[config.mk]
export PLATFORM = sky130hd
export DESIGN_NAME = render_scheduler
export DESIGN_NICKNAME = d
export VERILOG_FILES = /design/src/rtl/render_scheduler.sv
export SDC_FILE = /design/constraint.sdc
export NUM_CORES = 1
export LEC_CHECK = 0
export ABC_AREA = 1
export CAP_MARGIN = 0
export CORE_MARGIN = 10
export CORE_UTILIZATION = 40
export CTS_BUF_LIST = sky130_fd_sc_hd__clkbuf_4
export CTS_CLUSTER_SIZE = 8
export DETAILED_ROUTE_END_ITERATION = 7
export PLACE_DENSITY = 0.69
export SLEW_MARGIN = 20
export SYNTH_ARGS = -nofsm -noshare
export SYNTH_HDL_FRONTEND = slang
export SYNTH_SLANG_ARGS = --single-unit
export TNS_END_PERCENT = 5
[constraint.sdc]
create_clock -name aclk -period 2.35 [get_ports aclk]
set_input_delay 0.235 -clock aclk [delete_from_list [all_inputs] [get_ports aclk]]
set_output_delay 0.235 -clock aclk [all_outputs]
set_load 0.01 [all_outputs]
[src/rtl/render_scheduler.sv]
// Frame-level issue/return controller for the ray-tracing renderer: sweeps the frame in raster order
// under a credit limit, writes returned pixels to the framebuffer and pulses frame_done when drained.
module render_scheduler #(
    parameter int H_ACTIVE     = 320,
    parameter int V_ACTIVE     = 180,
    parameter int MAX_INFLIGHT = 384,
    parameter int FB_ADDR_W    = 16
) (
    input  logic                 aclk,
    input  logic                 areset,
    input  logic                 start,
    input  logic [1:0]           select_objs_cfg,
    output logic                 busy,
    output logic                 frame_done,
    output logic [10:0]          hcount_axis_tdata,
    output logic                 hcount_axis_tvalid,
    input  logic                 hcount_axis_tready,
    output logic [9:0]           vcount_axis_tdata,
    output logic                 vcount_axis_tvalid,
    input  logic                 vcount_axis_tready,
    output logic [1:0]           select_objs,
    input  logic [23:0]          pixel_axis_tdata,
    input  logic                 pixel_axis_tvalid,
    output logic                 pixel_axis_tready,
    input  logic [10:0]          hcount_in,
    input  logic [9:0]           vcount_in,
    output logic [FB_ADDR_W-1:0] fb_addr,
    output logic [23:0]          fb_data,
    output logic                 fb_we,
    input  logic                 fb_ready
);

    localparam int CNT_W = $clog2(MAX_INFLIGHT + 1);

    typedef enum logic [1:0] {
        S_IDLE,
        S_ISSUE,
        S_DRAIN,
        S_DONE
    } state_t;

    state_t           state_reg;
    logic [10:0]      h_reg;
    logic [9:0]       v_reg;
    logic [CNT_W-1:0] inflight_reg;
    logic [CNT_W-1:0] inflight_next;

    logic        issue_valid;
    logic        issue_fire;
    logic        ret_fire;
    logic        last_pixel;
    logic        last_column;
    logic [31:0] addr_full;

    assign issue_valid = (state_reg == S_ISSUE) && (inflight_reg < CNT_W'(MAX_INFLIGHT));
    assign issue_fire  = issue_valid && hcount_axis_tready && vcount_axis_tready;
    assign ret_fire    = pixel_axis_tvalid && fb_ready;
    assign last_column = (h_reg == 11'(H_ACTIVE - 1));
    assign last_pixel  = last_column && (v_reg == 10'(V_ACTIVE - 1));
    assign addr_full   = 32'(vcount_in) * 32'(H_ACTIVE) + 32'(hcount_in);

    assign hcount_axis_tdata  = h_reg;
    assign vcount_axis_tdata  = v_reg;
    assign hcount_axis_tvalid = issue_valid;
    assign vcount_axis_tvalid = issue_valid;
    assign pixel_axis_tready  = fb_ready;

    // A stray return with nothing outstanding is dropped so the credit count cannot wrap.
    always_comb begin
        inflight_next = inflight_reg;
        if (issue_fire && !ret_fire) begin
            inflight_next = inflight_reg + CNT_W'(1);
        end else if (!issue_fire && ret_fire && (inflight_reg != '0)) begin
            inflight_next = inflight_reg - CNT_W'(1);
        end
    end

    always_ff @(posedge aclk or posedge areset) begin
        if (areset) begin
            state_reg    <= S_IDLE;
            h_reg        <= '0;
            v_reg        <= '0;
            inflight_reg <= '0;
            busy         <= 1'b0;
            frame_done   <= 1'b0;
            select_objs  <= '0;
            fb_we        <= 1'b0;
            fb_addr      <= '0;
            fb_data      <= '0;
        end else begin
            inflight_reg <= inflight_next;
            frame_done   <= 1'b0;
            fb_we        <= ret_fire;
            if (ret_fire) begin
                fb_data <= pixel_axis_tdata;
                fb_addr <= addr_full[FB_ADDR_W-1:0];
            end

            case (state_reg)
                S_IDLE: begin
                    if (start) begin
                        select_objs <= select_objs_cfg;
                        h_reg       <= '0;
                        v_reg       <= '0;
                        busy        <= 1'b1;
                        state_reg   <= S_ISSUE;
                    end
                end
                S_ISSUE: begin
                    if (issue_fire) begin
                        if (last_pixel) begin
                            state_reg <= S_DRAIN;
                        end else if (last_column) begin
                            h_reg <= '0;
                            v_reg <= v_reg + 10'd1;
                        end else begin
                            h_reg <= h_reg + 11'd1;
                        end
                    end
                end
                S_DRAIN: begin
                    if (inflight_reg == '0) begin
                        busy       <= 1'b0;
                        frame_done <= 1'b1;
                        state_reg  <= S_DONE;
                    end
                end
                S_DONE: begin
                    state_reg <= S_IDLE;
                end
                default: begin
                    state_reg <= S_IDLE;
                end
            endcase
        end
    end

endmodule

Word-level counts from Yosys, hierarchy flattened
Index checks and enable logic that the tools add are counted.
{"block": "op_classes", "n_reduce_logical": 21, "addsub": 5, "eq_ne": 11, "mul": 1, "muxes": 22, "n_lt_le_gt_ge": 1}
{"op": "two-way mux 11 bit", "count": 4}
{"op": "two-way mux 10 bit", "count": 4}
{"op": "case mux 11 bit (2 select lines)", "count": 1}
{"op": "case mux 10 bit (2 select lines)", "count": 1}
{"op": "two-way mux 9 bit", "count": 2}
{"op": "adder 16 x 11 -> 16 bit", "count": 1}
{"op": "inequality test 2 bit, second input constant", "count": 6}
{"op": "adder 11 x 1 -> 11 bit, second input constant", "count": 1}
{"op": "== test 11 x 9 -> 1 bit, second input constant", "count": 1}
{"op": "adder 10 x 1 -> 10 bit, second input constant", "count": 1}
{"op": "== test 10 x 8 -> 1 bit, second input constant", "count": 1}
{"op": "multiplier 10 x 3 -> 10 bit, second input constant", "count": 1}
{"op": "adder 9 x 1 -> 9 bit, second input constant", "count": 1}
{"op": "zero test 9 bit", "count": 1}
{"op": "less-than comparator 9 bit, second input constant", "count": 1}
{"op": "nonzero test 9 bit", "count": 1}
{"op": "subtractor 9 x 1 -> 9 bit, second input constant", "count": 1}
{"op": "logical AND 1 bit", "count": 8}
{"op": "two-way mux 2 bit", "count": 4}
{"op": "case mux 2 bit (4 select lines)", "count": 1}
{"op": "AND reduction 4 bit", "count": 2}
{"op": "nonzero test 2 bit", "count": 3}
{"op": "AND reduction 5 bit", "count": 1}
{"op": "== test 2 bit, second input constant", "count": 2}
{"op": "other kinds (7)", "count": 11}
{"block": "word_totals", "inputBits": 54, "reg_bits": 77, "out_inout_bits": 69, "word_cells": 71}

Depth between registers and ports, before layout
{"block": "depth", "depth_word": 9, "mapped_depth": 19, "mapped_depth_nobuf": 18}

Least setup slack after synthesis
Ideal clock, no wire load.
{"block": "synth_path", "path_type": "reg-to-reg", "start": "register state_reg[1]", "end": "register inflight_reg[8]", "setup_time_ns": 0.113, "arrival_ns": 2.527, "required_ns": 2.237, "path_slack_ns": -0.290, "path_stages_with_launch": 19, "cell_sequence": "dfrtp_1 -> inv_1 -> ha_1 -> buf_6 -> inv_4 -> a21oi_4 -> nand3_2 -> nor2_1 -> inv_1 -> ha_1 -> nand2_1 -> o21ai_0 -> nand3_1 -> nand3_1 -> inv_1 -> nand2_1 -> nand3_1 -> nand2_1 -> inv_1"}
{"block": "synth_via", "elab_chain_len": 8}
{"element": "start, declared", "line": "42", "text": "state_t state_reg;"}
{"element": "start signal, assigned", "line": "80", "text": "state_reg <= S_IDLE;"}
{"element": "start signal, assigned", "line": "106", "text": "state_reg <= S_ISSUE;"}
{"element": "start signal, assigned", "line": "112", "text": "state_reg <= S_DRAIN;"}
{"element": "== test 2 x 1 -> 1 bit (*)", "line": "55", "text": "assign issue_valid = (state_reg == S_ISSUE) && (inflight_reg < CNT_W'(MAX_INFLIGHT));"}
{"element": "logical AND 1 bit (*)", "line": "55"}
{"element": "via hcount_axis_tvalid", "line": "16", "text": "output logic hcount_axis_tvalid,"}
{"element": "logical AND 1 bit (*) (2 in series)", "line": "56", "text": "assign issue_fire = issue_valid && hcount_axis_tready && vcount_axis_tready;"}
{"element": "zero test 1 bit", "line": "73", "text": "end else if (!issue_fire && ret_fire && (inflight_reg != '0)) begin"}
{"element": "logical AND 1 bit (2 in series)", "line": "73"}
{"element": "nonzero test 2 bit (no line)"}
{"element": "end signal, assigned", "line": "91", "text": "inflight_reg <= inflight_next;"}
{"element": "end, declared", "line": "45", "text": "logic [CNT_W-1:0] inflight_reg;"}
Mark *: on every way through the listed nets, which the timed path passes. The rest lies on a longest branch.
A chain may end at the register's enable or synchronous reset.

Worst setup path in the final report
{"block": "layout_path", "start": "input vcount_in[1]", "end": "register fb_addr[11]"}
{"block": "layout_via", "elab_chain_len": 2}
{"element": "start, declared", "line": "26", "text": "input logic [9:0] vcount_in,"}
{"element": "multiplier 10 x 3 -> 10 bit", "line": "60", "text": "assign addr_full = 32'(vcount_in) * 32'(H_ACTIVE) + 32'(hcount_in);"}
{"element": "adder 16 x 11 -> 16 bit", "line": "60"}
{"element": "end signal, assigned", "line": "96", "text": "fb_addr <= addr_full[FB_ADDR_W-1:0];"}
{"element": "end, declared", "line": "27", "text": "output logic [FB_ADDR_W-1:0] fb_addr,"}
No other way between the ends.

==> run_results.csv <==
group,metric,value,unit
synthesis,dominantRegCellSynth,"sky130_fd_sc_hd__dfrtp_1",
final_layout,layout.cells.most_common_list,"sky130_fd_sc_hd__nand2_1 (236), sky130_fd_sc_hd__clkdlybuf4s50_1 (121), sky130_fd_sc_hd__dfrtp_1 (77), sky130_fd_sc_hd__inv_1 (53), sky130_fd_sc_hd__nand3_1 (43)",
synthesis,ys_top_cells_by_area,"sky130_fd_sc_hd__dfrtp_1 (42%), sky130_fd_sc_hd__nand2_1 (19%), sky130_fd_sc_hd__ha_1 (8.2%)",
synthesis,yosysTopAreaCell,"sky130_fd_sc_hd__dfrtp_1",
timing,post_layout_minimum_cycle_time,2.350,ns
detailed_routing,wire_per_inst,13.60,um
worst_setup_path,critPathRequiredTime,2.64,ns
synthesis,netlist_area,4588,sq um
final_layout,synthToLayoutAreaGrowth,39.54,%
final_layout,fraction_of_layout_instances_using_a_drive_strength_above_1,10.23,%
worst_setup_path,critical_path.max_fanout,4,
worst_setup_path,worstSetupPathType,"in -> reg",
run,max_cap_violations,0,
floorplanning,row_count,39,
final_layout,final_net_count,835,
placed_design,placement.io_buffers,122,
synthesis,synthArstFlopShare,100.0,%
clock_network,hold_buffers,0,
synthesis,post_synth_num_cell_types,36,
floorplanning,initial_utilization,40.53,%
global_routing,number_of_antenna_violations_at_the_first_check_in_global_routing,1,
timing,final_hold_viol_count,0,
final_layout,fillerInstances,1067,
timing,worstMarginPinSlew,0.4706,ns
floorplanning,die_h,127.1,um
global_routing,grt_use_total,15.24,%
power_and_ir_drop,vdd_ir_drop_max,0.4989,mV
detailed_routing,detail_route.vias_per_cell,4.822,
synthesis,synth.yosys.warnings,0,
global_routing,wire_length_of_the_first_global_routing_pass,20.80,mm
timing,finalSetupViolCount,0,
synthesis,netlist.area_leader.share,42.00,%
detailed_routing,drc_errors,0,
final_layout,mostFrequentLayoutCell,"sky130_fd_sc_hd__nand2_1",
timing,layout_worst_path_cycle_share,99.99,%
detailed_routing,first_iteration_detailed_routing_drc_count,239,
clock_network,cts.path.max_buffers,2,
synthesis,synth-seq-area-share,42.00,%
worst_setup_path,worstPathArrival,2.64,ns
detailed_routing,drt-pass1-iter-count,4,
clock_network,clock_sink_count,77,
placed_design,gp_congestion,0.8493,
detailed_routing,postRouteAntennaNets,0,
clock_network,clock-root-buffer,"sky130_fd_sc_hd__clkbuf_4",
worst_setup_path,start_kind,"primary input",
timing,max_slew_margin,68.63,%
synthesis,synth_enable_flop_cells,0,
floorplanning,floorplan.core_area,11320,sq um
floorplanning,ioPinCount,123,
timing,setup_repair_after_global_routing_missed_its_margin,"yes",
final_layout,largest_register_ffs,24,
timing,slew_viol_final,0,
floorplanning,floorplan.die_area,16150,sq um
detailed_routing,vias,4325,
timing,finalHoldWorstSlack,0.1907,ns
worst_setup_path,crit_path_end_kind,"flip-flop",
power_and_ir_drop,power_density,788.7,nW/um^2
floorplanning,die-width,127.1,um
synthesis,synth.avg_cell_area,7.634,sq um
power_and_ir_drop,cellLeakagePower,3.140,nW
placed_design,dp_cells,880,
clock_network,htreeDepth,3,
clock_network,clock_insertion_delay_worst_skew,0.42,ns
placed_design,place_hpwl,9.428,mm
outcome,outcome,"completed",
clock_network,clock_tree_from_tritoncts,"done",
synthesis,ys_ff_latch,77,
final_layout,max_flop_register,"fb_data",
global_routing,leftover_overflow_at_the_end_of_global_routing,0,
detailed_routing,routed_wl,12.20,mm
timing,setup_total_negative_slack,0,ns
clock_network,path_clk_slew,0.12,ns
global_routing,number_of_global_route_vias_before_repair,4358,
clock_network,post-cts-setup-buffers,0,
min_path,min_path_type,"in -> async",
synthesis,postSynthNetCount,688,
timing,fmax,0.4256,GHz
worst_setup_path,rr_worst_depth,17,
synthesis,netlist_instances,601,
final_layout,instances_no_fill,897,
global_routing,grt_max_degree,78,
clock_network,clock_buffer_count_from_cts,9,
timing,timing.clock.skew,0.01444,ns
[worst max-delay path, cell delays in order]
cell and delay, ns:
sky130_fd_sc_hd__clkdlybuf4s50_1 0.48, sky130_fd_sc_hd__ha_1 0.24, sky130_fd_sc_hd__ha_2 0.20, sky130_fd_sc_hd__fa_1 0.52, sky130_fd_sc_hd__ha_4 0.22, sky130_fd_sc_hd__nand2_1 0.09
sky130_fd_sc_hd__inv_1 0.05, sky130_fd_sc_hd__nand2_1 0.06, sky130_fd_sc_hd__nand2_1 0.06, sky130_fd_sc_hd__a21oi_2 0.14, sky130_fd_sc_hd__buf_4 0.14, sky130_fd_sc_hd__xor2_1 0.12
sky130_fd_sc_hd__o21ai_0 0.08
[through the flow]
stage / worst slack [ns] / power [mW] / util [%] / area (sq um)
2_1_floorplan: -0.01661 / 3.247 / - / 4632
3_5_place_dp: -0.5476 / 4.119 / 54.58 / 6178
5_1_grt: -0.1173 / 5.499 / 56.55 / 6402
4_1_cts: -0.01965 / 5.079 / 56.24 / 6367
3_3_place_gp: -0.4880 / 4.047 / 54.58 / 6178
6_report: 0.0001372 / 5.049 / 56.55 / 6402
[final timing paths]
check | slack (ns) | end | startpoint
setup / recovery | 0.0001 | fb_addr[11] | vcount_in[1]
hold / removal | 0.19 | vcount_axis_tdata[3] | areset
setup reg to reg | 0.06 | inflight_reg[8] | state_reg[1]
hold reg to reg | 0.49 | fb_data[21] | fb_data[21]
max in group asynchronous | 1.80 | inflight_reg[4] | areset
min in group aclk | 0.33 | fb_data[10] | pixel_axis_tdata[10]
[what timing repair did]
action	in CTS	in global routing
pin swaps	0	3
resized for setup	6	11
endpoints found under the setup margin	6	22
cloned	0	0
[metal layers]
layer / GRT usage [%] / part of all wire (%)
met5: 0 / 0
met4: 5.358 / 1.3
met3: 4.260 / 5.5
met2: 25.85 / 49
met1: 18.07 / 44
[power breakdown]
| part | internal [mW] | switching, mW | total [mW] |
|---|---|---|---|
| sequential | 1.57 | 0.203 | 1.77 |
| clock | 0.434 | 0.457 | 0.891 |
| combinational | 1.14 | 1.25 | 2.39 |
[cell type report]
class | instances | area, sq um | share of cell area [%]
diodes | 1 | 2.502 | 0.03909
clock buffers | 10 | 75.07 | 1.173
clock inverters | 6 | 77.57 | 1.212
inverters | 60 | 231.5 | 3.615
multi-input cells | 448 | 2449 | 38.25
flip-flops and latches | 77 | 1927 | 30.10
well taps | 143 | 178.9 | 2.795
repair buffers | 152 | 1461 | 22.83
[synth_stat cells (all sizes together) (7+ instances only)]
| cell | n |
|---|---|
| a21oi | 13 |
| nand2 | 239 |
| ha | 30 |
| nand4 | 10 |
| dfrtp | 77 |
| clkbuf | 7 |
| nand3 | 46 |
| xor2 | 14 |
| buf | 9 |
| nor2 | 43 |
| o21ai | 22 |
| inv | 59 |
[kinds of logic (layout without fill, tap and decap cells)]
kind of cell	after synthesis	in the layout	share of synthesized area [%]
muxes	2	2	0.4908
and+or+nand+nor	348	348	31.36
other	0	1	0
adders and majority gates	33	33	9.490
xor gates and xnor gates	20	20	3.818
DFF	77	77	42.00
AOI/OAI and AO/OA	45	45	5.863
buffers and inverters	76	228	6.981
Note: power is estimated with default switching activity, not from simulation.
